--- src/rtl/btn_debounce_rpt.sv ---
// N-button debouncer sampled on a tick strobe, with registered press/release
// pulses and per-button auto-repeat of the press pulse while a key is held.
module btn_debounce_rpt #(
    parameter int N_BTN        = 4,
    parameter int STABLE_TICKS = 4,
    parameter int REPEAT_DELAY = 200,
    parameter int REPEAT_RATE  = 40
) (
    input  logic             clk,
    input  logic             rst,
    input  logic             tick,
    input  logic [N_BTN-1:0] btn_raw,
    output logic [N_BTN-1:0] btn_level,
    output logic [N_BTN-1:0] btn_press,
    output logic [N_BTN-1:0] btn_release
);
    localparam int CNT_W  = (STABLE_TICKS > 1) ? $clog2(STABLE_TICKS) : 1;
    localparam int RC_MAX = (REPEAT_DELAY > REPEAT_RATE) ? REPEAT_DELAY : REPEAT_RATE;
    localparam int RC_W   = $clog2(RC_MAX + 1);

    localparam logic [CNT_W-1:0] CNT_TC   = CNT_W'(STABLE_TICKS - 1);
    localparam logic [RC_W-1:0]  DELAY_TC = RC_W'((REPEAT_DELAY > 0) ? REPEAT_DELAY - 1 : 0);
    localparam logic [RC_W-1:0]  RATE_TC  = RC_W'(REPEAT_RATE - 1);
    localparam logic             RPT_EN   = (REPEAT_DELAY != 0);

    typedef enum logic [1:0] {ST_IDLE, ST_DELAY, ST_REPEAT} rpt_state_t;

    logic [N_BTN-1:0] r_sync1;
    logic [N_BTN-1:0] r_sync2;

    always_ff @(posedge clk or negedge rst) begin
        if (!rst) begin
            r_sync1 <= '0;
            r_sync2 <= '0;
        end else begin
            r_sync1 <= btn_raw;
            r_sync2 <= r_sync1;
        end
    end

    generate
        for (genvar gi = 0; gi < N_BTN; gi++) begin : g_btn
            logic [CNT_W-1:0] r_cnt;
            logic [CNT_W-1:0] w_cnt_next;
            logic             r_level;
            logic             w_level_next;
            logic             r_press;
            logic             w_press_next;
            logic             r_release;
            logic             w_release_next;
            logic [RC_W-1:0]  r_rc;
            logic [RC_W-1:0]  w_rc_next;
            rpt_state_t       r_state;
            rpt_state_t       w_state_next;
            logic             w_acc_press;
            logic             w_acc_release;
            logic             w_rpt_fire;

            // A sample that agrees with the current level restarts qualification.
            always_comb begin
                w_cnt_next    = r_cnt;
                w_level_next  = r_level;
                w_acc_press   = 1'b0;
                w_acc_release = 1'b0;
                if (tick) begin
                    if (r_sync2[gi] == r_level) begin
                        w_cnt_next = '0;
                    end else if (r_cnt == CNT_TC) begin
                        w_level_next  = r_sync2[gi];
                        w_cnt_next    = '0;
                        w_acc_press   = r_sync2[gi];
                        w_acc_release = ~r_sync2[gi];
                    end else begin
                        w_cnt_next = r_cnt + 1'b1;
                    end
                end
            end

            always_comb begin
                w_state_next = r_state;
                w_rc_next    = r_rc;
                w_rpt_fire   = 1'b0;
                case (r_state)
                    ST_IDLE: begin
                        if (w_acc_press && RPT_EN) begin
                            w_state_next = ST_DELAY;
                            w_rc_next    = '0;
                        end
                    end
                    ST_DELAY: begin
                        if (tick) begin
                            if (r_rc == DELAY_TC) begin
                                w_rpt_fire   = 1'b1;
                                w_rc_next    = '0;
                                w_state_next = ST_REPEAT;
                            end else begin
                                w_rc_next = r_rc + 1'b1;
                            end
                        end
                    end
                    ST_REPEAT: begin
                        if (tick) begin
                            if (r_rc == RATE_TC) begin
                                w_rpt_fire = 1'b1;
                                w_rc_next  = '0;
                            end else begin
                                w_rc_next = r_rc + 1'b1;
                            end
                        end
                    end
                    default: begin
                        w_state_next = ST_IDLE;
                        w_rc_next    = '0;
                    end
                endcase
                // An accepted release overrides a repeat due on the same tick.
                if (w_acc_release) begin
                    w_state_next = ST_IDLE;
                    w_rc_next    = '0;
                    w_rpt_fire   = 1'b0;
                end
                w_press_next   = w_acc_press | w_rpt_fire;
                w_release_next = w_acc_release;
            end

            always_ff @(posedge clk or negedge rst) begin
                if (!rst) begin
                    r_cnt     <= '0;
                    r_level   <= 1'b0;
                    r_press   <= 1'b0;
                    r_release <= 1'b0;
                    r_rc      <= '0;
                    r_state   <= ST_IDLE;
                end else begin
                    r_cnt     <= w_cnt_next;
                    r_level   <= w_level_next;
                    r_press   <= w_press_next;
                    r_release <= w_release_next;
                    r_rc      <= w_rc_next;
                    r_state   <= w_state_next;
                end
            end

            assign btn_level[gi]   = r_level;
            assign btn_press[gi]   = r_press;
            assign btn_release[gi] = r_release;
        end
    endgenerate
endmodule

--- config.mk ---
export PLATFORM = sky130hd
export DESIGN_NAME = btn_debounce_rpt
export DESIGN_NICKNAME = d
export VERILOG_FILES = /design/src/rtl/btn_debounce_rpt.sv
export SDC_FILE = /design/constraint.sdc
export NUM_CORES = 1
export LEC_CHECK = 0
export BUFFER_PORTS_ARGS = -buffer_cell sky130_fd_sc_hd__buf_4
export CORE_ASPECT_RATIO = 0.6
export CORE_MARGIN = 4
export CORE_UTILIZATION = 62
export DETAILED_ROUTE_END_ITERATION = 8
export PLACE_DENSITY = 0.8
export SLEW_MARGIN = 40
export SYNTH_ARGS = -nofsm -noshare
export SYNTH_HDL_FRONTEND = slang
export SYNTH_SLANG_ARGS = --single-unit
--- constraint.sdc ---
create_clock -name clk -period 2.4 [get_ports clk]
set_clock_uncertainty 0.15 [all_clocks]
set_input_delay 0.12 -clock clk [delete_from_list [all_inputs] [get_ports clk]]
set_output_delay 0.12 -clock clk [all_outputs]
set_load 0.02 [all_outputs]
; After elaboration in Yosys (flattened, before gate mapping)
; Index checks and enable logic that the tools add are counted.
[classes]
multipliers = 0
n_eq_ne = 44
order_cmp = 0
n_shift = 0
n_mux = 104
n_div = 0
n_bitwise = 12
n_reduce_logical = 16
add_sub_neg = 8
[op_table]
columns = cell, n
row1 = 2-to-1 mux 8 bit, 24
row2 = case mux 8 bit (3 select lines), 4
row3 = 2-to-1 mux 2 bit, 24
row4 = inequality test 3 bit (second input constant), 16
row5 = 2-to-1 mux 1 bit, 44
row6 = adder 8 x 1 -> 8 bit (second input constant), 4
row7 = == test 8 x 6 -> 1 bit (second input constant), 4
row8 = == test 8 bit (second input constant), 4
row9 = case mux 2 bit (3 select lines), 4
row10 = AND reduction 3 bit, 8
row11 = == test 2 bit (second input constant), 8
row12 = AND reduction 4 bit, 4
row13 = adder 2 x 1 -> 2 bit (second input constant), 4
row14 = == test 2 x 1 -> 1 bit (second input constant), 4
row15 = logical NOT 2 bit, 4
row16 = inequality test 2 bit (second input constant), 4
row17 = NOT 1 bit, 8
row18 = case mux 1 bit (2 select lines), 4
row19 = == test 1 bit, 4
row20 = OR 1 bit, 4
[word_totals]
out_inout_bits = 12
ff_bits = 68
ramBits = 0
elab_cells = 210
romBits = 0
in_bits = 7
mem_count = 0
latch_bits = 0

; Depth between registers and ports, before layout
; Gate-level depths: netlist of run 1.
[depth]
ltp_word = 7
ltp_mapped = 7
ltp_nobuf = 7

; Worst setup path after synthesis of run 1
; Ideal clock, no wire load.
[synth_path]
path_type = register to register
start = reg g_btn[0].r_state[0]
end = reg g_btn[0].r_state[1]
t_required_ps = 2124
setup_ps = 126
setup_slack_ps = 596
t_arrival_ps = 1528
n_path_buf = 0
synth_period_minus_slack_ps = 1804
stages_incl_launch_ff = 7
path_cell_list = dfrtp_1 -> inv_1 -> ha_1 -> or3b_1 -> a21oi_1 -> nor3_1 -> a311o_1
[synth_between]
elab_chain_len = 3
elab_cells_between_ends = 10
classes_between = 6 x eq/ne / 2 x mux / 2 x reduce/logical
[synth_rtl]
columns = element, line
row1 = "start, declared", 53  ; rpt_state_t r_state;
row2 = "start signal, assigned", 140  ; r_state <= w_state_next;
row3 = "== test 2 x 1 -> 1 bit, or another cell as far along", 83  ; case (r_state)
row4 = "inequality test 3 bit (no line), or another cell as far along", n/a
row5 = AND reduction 4 bit (no line) or 2-to-1 mux 2 bit (tied branches), n/a
; Several ways; a longest one is shown, not always the timed one.
; A chain may end at the register's enable or synchronous reset.

; Worst setup path after layout of run 1
[layout_path]
start = reg g_btn[0].r_state[0]
end = reg g_btn[0].r_rc[3]
[layout_between]
elab_chain_len = 3
elab_cells_between_ends = 9
classes_between = 5 x eq/ne / 2 x mux / 2 x reduce/logical
[layout_rtl]
columns = element, line
row1 = "== test 2 x 1 -> 1 bit, or another cell as far along", 83
row2 = inequality test 3 bit (no line) or case mux 8 bit (3 select lines) (tied branches), n/a
row3 = AND reduction 3 bit (no line) or 2-to-1 mux 8 bit (tied branches), n/a
row4 = "end signal, assigned", 139  ; r_rc <= w_rc_next;
row5 = "end, declared", 51  ; logic [RC_W-1:0] r_rc;
; Several ways; a longest one is shown, not always the timed one.

==> out/metrics.csv, run 1 <==
metric;value;unit
uppermost layer routed;met4;
fillers;464;
peak supply drop;0.542;mV
Die X;112;um
Post-DRT Antenna Nets;0;
EDFF count, synth;0;
reg2reg path depth;7;
Max transition margin;67.9;%
Net Switching;0.00153;W
hold path depth;3;
cell area after layout;0.00440;mm^2
FF-to-FF Start;g_btn[0].r_state[0];
DRT Pass-1 Iters;4;
switch share;37.3;%
DIE AREA;0.00785;mm^2
Area growth syn-to-layout;9.90;%
Most used DFF post-synth;dfrtp_1;
clk_lat worst skew;0.35;ns
clk buf depth;2;
most frequent cells in the layout;dfrtp_1 (68), nand2_1 (37), nor2_1 (30);
WL final;7510;um
register area;0.00170;mm^2
Critical Path Fanout Max;6;
Total GRT Usage;20.7;%
post-cts resize count;0;
crit share post-route;83.9;%
Setup WS pre-CTS;0.426;ns
Worst EP arrival;2.10;ns
detailed placer's ending HPWL;5280;um
# rows;22;
mapped cell area;0.00401;mm^2
Hold Path Class;in2reg;
Ys Warns;0;
Ant. Diodes;0;
RSZ-0062 raised after global routing;no;
GPL Wtd Cong;0.852;
largest net degree at the start of global routing;39;
Residual DRC;0;
Hold Path End;g_btn[3].r_cnt[1];
clock share of power;23.5;%
Combinational Power Share;39.3;%
final hold violation count;0;
ys async rst share;100;%
setup_tns;0;ns
global-route wire length before repair;13200;um
initial antenna violation count;0;
routed wire length per instance;14.6;um
static leakage;2.06;nW
I/O pins;19;
initial detailed-routing violation count;239;
fin crit period;2.01;ns
share of cells above drive strength 1;14.0;%
routed wl met2;3340;um
CP Data Required Time;2.49;ns
Max Cap Viol;0;
#FFs+latches synth;68;
max-slew violation count;0;
outcome;complete, no violations;
Met3 Wirelength;376;um
routed vias/inst;5.85;
Cells after Synth;408;
Mean Syn Cell Area;9.82;um^2
Pint;0.00257;W
# setup viols final;0;
Seq pwr share;37.2;%
final worst slack;0.388;ns
clk root buf;clkbuf_8;
htree depth;3;
endpoint type of the worst setup path;register;
Core Region;0.00619;mm^2
Final #Nets;457;
Worst Min Path Start;tick;
Worst Tran Pin Value;0.482;ns
PwrDens;932;mW/mm^2
Fmax;497;MHz
Distinct cells, synth;58;
CTS tree;done;
reg2reg end;g_btn[0].r_rc[3];
Starting Density;64.7;%
I/O Buffers;18;
Sink Count;68;
clock slew at reported path FFs;0.07;ns
post-synthesis sequential area ratio;42.5;%
critical path type;reg2reg;
Overflow after GRT;0;
commonest non-fill, non-tap cell in the layout;dfrtp_1;
Tot Pwr;0.00410;W
vias in the first global route;2775;
post-synth net total;439;
Metal-1 WL;3730;um
via count;3008;
reg2reg setup slack;0.39;ns
area of the multi-input gates;0.00209;mm^2
placed cell areas;0.00415;mm^2
postcts setup bufs;0;
Die Ht;70.3;um
CTS buffer count;9;
CP startpoint kind;register;
-- power groups by stage --
stage | logic (W) | clock network, W | registers (W)
after floorplan | 0.00129 | 0 | 0.00150
after global placement | 0.00152 | 0 | 0.00153
after detailed placement | 0.00159 | 0 | 0.00154
after CTS | 0.00161 | 0.000992 | 0.00153
after global routing | 0.00183 | 0.00104 | 0.00156
final | 0.00161 | 0.000964 | 0.00153
-- Yosys cell counts, types with 4 or more instances --
cell	count	share of area, %
inv_1	27	2.5
a22o_1	16	3.5
dfrtp_1	68	42
and3_1	12	1.9
o21ai_0	13	1.6
a21oi_1	12	1.5
nand2_1	37	3.5
nand3_1	15	1.9
nand3b_1	4	0.75
nor3_1	11	1.4
o22ai_1	5	0.78
mux2i_1	6	1.5
nor2b_1	8	1.2
a31oi_1	5	0.78
a21o_1	7	1.3
nand4b_1	4	0.87
o21ai_1	24	3.0
nor2_1	30	2.8
mux2_2	9	2.5
buf_4	13	2.4
ha_1	24	7.5
-- kinds of logic after synthesis --
| group | count (synthesis) | share of synthesized area [%] |
|---|---|---|
| AO/OA/AOI/OAI | 109 | 18.9 |
| flip-flops | 68 | 42.5 |
| multiplexers | 15 | 4.03 |
| XOR/XNOR | 4 | 0.875 |
| buffers and inverters | 44 | 5.43 |
| AND/OR/NAND/NOR | 144 | 20.8 |
| adder cells (fa/ha/maj) | 24 | 7.50 |
-- worst max-delay path by stage --
stage	end	cells past startpoint	start	slack, ns
6_report	g_btn[0].r_rc[3]	7	g_btn[0].r_state[0]	0.39
5_1_grt	g_btn[0].r_rc[5]	7	g_btn[0].r_state[1]	0.20
4_1_cts	g_btn[0].r_rc[4]	7	g_btn[0].r_state[0]	0.41
3_5_place_dp	g_btn[3].r_rc[0]	6	g_btn[3].r_state[0]	0.43
3_3_place_gp	g_btn[3].r_rc[0]	6	g_btn[3].r_state[0]	0.48
2_1_floorplan	g_btn[0].r_state[1]	6	g_btn[0].r_state[0]	0.60
-- sequential cells by signal (all words and copies together) (netlist names) --
signal and cells:
g_btn.r_press 4, g_btn.r_release 4, g_btn.r_rc 32, g_btn.r_state 8
g_btn.r_level 4, r_sync1 4, g_btn.r_cnt 8, r_sync2 4
-- critical path: stages, from the launching register on --
cell and delay [ns]:
dfrtp_1 0.36, inv_1 0.09, ha_1 0.29, nor3_1 0.21, nor2_1 0.07, a21oi_1 0.40, o21ai_1 0.15, a22o_1 0.20
-- stage by stage --
step | util, % | instances | hold WS, ns
detailed placement | 67.0 | 494 | -0.0638
floorplan | - | 408 | -0.326
global route | 71.1 | 514 | 0.0732
CTS | 71.1 | 514 | 0.0336
global placement | 66.7 | 493 | 0.0790
finish | 71.1 | 514 | 0.0516
-- repair_timing --
item,CTS,global route
hold buffers,5,0
setup endpoints to repair,0,0
endpoints found under the hold margin,72,0
-- layer usage --
| metal | GRT usage (%) | vias up |
|---|---|---|
| met1 | 30.4 | 1434 |
| met5 | 0 | - |
| met4 | 5.80 | 0 |
| li1 | - | 1494 |
| met3 | 6.75 | 10 |
| met2 | 29.3 | 70 |
-- final cells by class --
type	instances	area share, %
multi-input cells	296	47.4
flip-flops and latches	68	38.6
repair buffers	24	4.66
clock buffers	14	3.92
well taps	84	2.39
inverters	27	2.30
clock inverters	1	0.682
Note: power is estimated with default switching activity, not from simulation.
==> inputs of run 2 (changes only) <==
- clock period: 2.4 -> 1.95 ns (I/O delays scaled with it)
==> out/metrics.csv, run 2 (synthesized netlist as in run 1, its figures left out) <==
metric;value;unit;change
outcome;complete, no violations;;unchanged
Final #Nets;482;;was 457
Max transition margin;69.4;%;was 67.9%
Tot Pwr;0.00522;W;was 0.00410 W
worst path bufs/invs;1;;unchanged
Die Ht;70.3;um;unchanged
Largest regs;g_btn.r_rc x32, g_btn.r_cnt x8, g_btn.r_state x8;;unchanged
largest net degree at the start of global routing;39;;unchanged
clock slew at reported path FFs;0.07;ns;about the same
Hold Path Class;in2reg;;unchanged
initial detailed-routing violation count;266;;was 239
peak supply drop;0.654;mV;was 0.542 mV
setup_tns;0;ns;unchanged
Worst EP arrival;2.00;ns;was 2.10 ns
routed wire length per instance;15.8;um;was 14.6 um
global-route wire length before repair;14300;um;was 13200 um
CP Data Required Time;2.04;ns;was 2.49 ns
clk root buf;clkbuf_8;;unchanged
final core occ;75.0;%;was 71.1%
I/O Buffers;18;;unchanged
final hold violation count;0;;unchanged
RSZ-0062 raised after global routing;yes;;was no
area of the multi-input gates;0.00218;mm^2;was 0.00209 mm^2
# rows;22;;unchanged
Critical Path Fanout Max;8;;was 6
routed vias/inst;5.94;;was 5.85
max incr delay on CP;0.40;ns;about the same
FF-to-FF Start;g_btn[3].r_state[0];;was g_btn[0].r_state[0]
Max Cap Viol;0;;unchanged
crit share post-route;98.1;%;was 83.9%
CP startpoint kind;register;;unchanged
Die X;112;um;unchanged
GPL Wtd Cong;0.857;;was 0.852
CTS buffer count;9;;unchanged
Top delay family on crit path;flip-flops;;was compound AO/OA/AOI/OAI gates
Fmax;523;MHz;was 497 MHz
CTS tree;done;;unchanged
vias in the first global route;3097;;was 2775
register area;0.00170;mm^2;unchanged
Total GRT Usage;22.7;%;was 20.7%
# setup viols final;0;;unchanged
share of cells above drive strength 1;22.0;%;was 14.0%
PwrDens;1120;mW/mm^2;was 932 mW/mm^2
worst setup path start;g_btn[3].r_state[0];;was g_btn[0].r_state[0]
Core Region;0.00619;mm^2;unchanged
Worst Min Path Start;tick;;unchanged
fin crit period;1.91;ns;was 2.01 ns
Worst Tran Pin Value;0.459;ns;was 0.482 ns
clk buf depth;2;;unchanged
Residual DRC;0;;unchanged
DRT Pass-1 Iters;5;;was 4
clk_lat worst skew;0.35;ns;about the same
endpoint type of the worst setup path;register;;unchanged
Overflow after GRT;0;;unchanged
max reg flops;32;;unchanged
htree depth;3;;unchanged
most frequent cells in the layout;dfrtp_1 (68), buf_4 (43), nand2_1 (37);;was dfrtp_1 (68), nand2_1 (37), nor2_1 (30)
Post-DRT Antenna Nets;0;;unchanged
fillers;419;;was 464
WL final;8520;um;was 7510 um
I/O pins;19;;unchanged
commonest non-fill, non-tap cell in the layout;dfrtp_1;;unchanged
initial antenna violation count;0;;unchanged
Sink Count;68;;unchanged
critical path type;reg2reg;;unchanged
max-slew violation count;0;;unchanged
static leakage;2.16;nW;was 2.06 nW
DIE AREA;0.00785;mm^2;unchanged
Area growth syn-to-layout;16.0;%;was 9.90%
via count;3200;;was 3008
largest register by flop count;g_btn.r_rc;;unchanged
critical-path cell list;inv_1 -> ha_1 -> nor3_2 -> o21ai_2 -> nor2b_4 -> mux2_2;;was inv_1 -> ha_1 -> nor3_1 -> nor2_1 -> a21oi_1 -> o21ai_1 -> a22o_1
Ant. Diodes;0;;unchanged
crit path max-delay cell type;dfrtp_1;;was a21oi_1
Starting Density;64.7;%;unchanged
detailed placer's ending HPWL;5770;um;was 5280 um
-- run 2: changes by cell type in the layout (fill, tap and decap cells not counted), moves of 2 or more --
cell,change
nor3_2,+2
ha_4,+3
buf_4,+25
clkinv_2,+2
nor3_1,-2
ha_1,-8
ha_2,+5
-- run 2: worst min-delay path: stages --
cell	delay (ns)
buf_4	0.24
nand2_1	0.10
o22ai_1	0.05
-- run 2: per-stage QoR --
step / std cells / area [um^2] / hold WS [ns] / worst slack (ns)
final: 539 / 4650 / 0.0314 / 0.0378
after global routing: 539 / 4650 / 0.0417 / -0.0718
after CTS: 532 / 4510 / 0.0233 / 0.0150
after detailed placement: 511 / 4280 / -0.0852 / -0.00489
after global placement: 511 / 4280 / -0.0911 / 0.0733
after floorplan: 408 / 4010 / -0.348 / 0.146
-- run 2: worst paths after layout --
check | slack [ns] | end | cells after the start
worst min-delay path | 0.03 | g_btn[1].r_cnt[1] | 3
worst min register to register | 0.20 | r_sync2[2] | 0
min in group asynchronous | 0.07 | g_btn[0].r_rc[5] | 2
max in group asynchronous | 1.05 | g_btn[1].r_state[0] | 3
worst max-delay path | 0.04 | g_btn[3].r_rc[0] | 6
worst max register to register | 0.04 | g_btn[3].r_rc[0] | 6
-- run 2: repair_timing --
item / 4_1_cts / 5_1_grt
pin swaps: 1 / 5
buffers inserted: 1 / 7
hold buffers: 5 / 0
hold endpoints to repair: 72 / 0
gates resized for setup: 2 / 17
cloned: 0 / 0
setup endpoints to repair: 1 / 30
-- run 2: power by group --
group | internal (W) | switching (W)
clock network | 0.000520 | 0.000499
logic | 0.00102 | 0.00128
registers | 0.00166 | 0.000242
total | 0.00320 | 0.00202
-- run 2: final cells by class --
| class | count | area share (%) |
|---|---|---|
| Tap cell | 84 | 2.26 |
| Clock buffer | 13 | 3.42 |
| Inverter | 27 | 2.18 |
| Timing Repair Buffer | 49 | 8.45 |
| Clock inverter | 2 | 0.215 |
| Sequential cell | 68 | 36.6 |
| Multi-Input combinational cell | 296 | 46.8 |
-- run 2: metal layers --
metal  vias up  GRT usage (%)  share of wire [%]
li1       1542              -                  -
met1      1545           31.0                 46
met2        96           34.8                 47
met3        17           6.15                5.2
met4         0           8.23                1.4
met5         -              0                  0
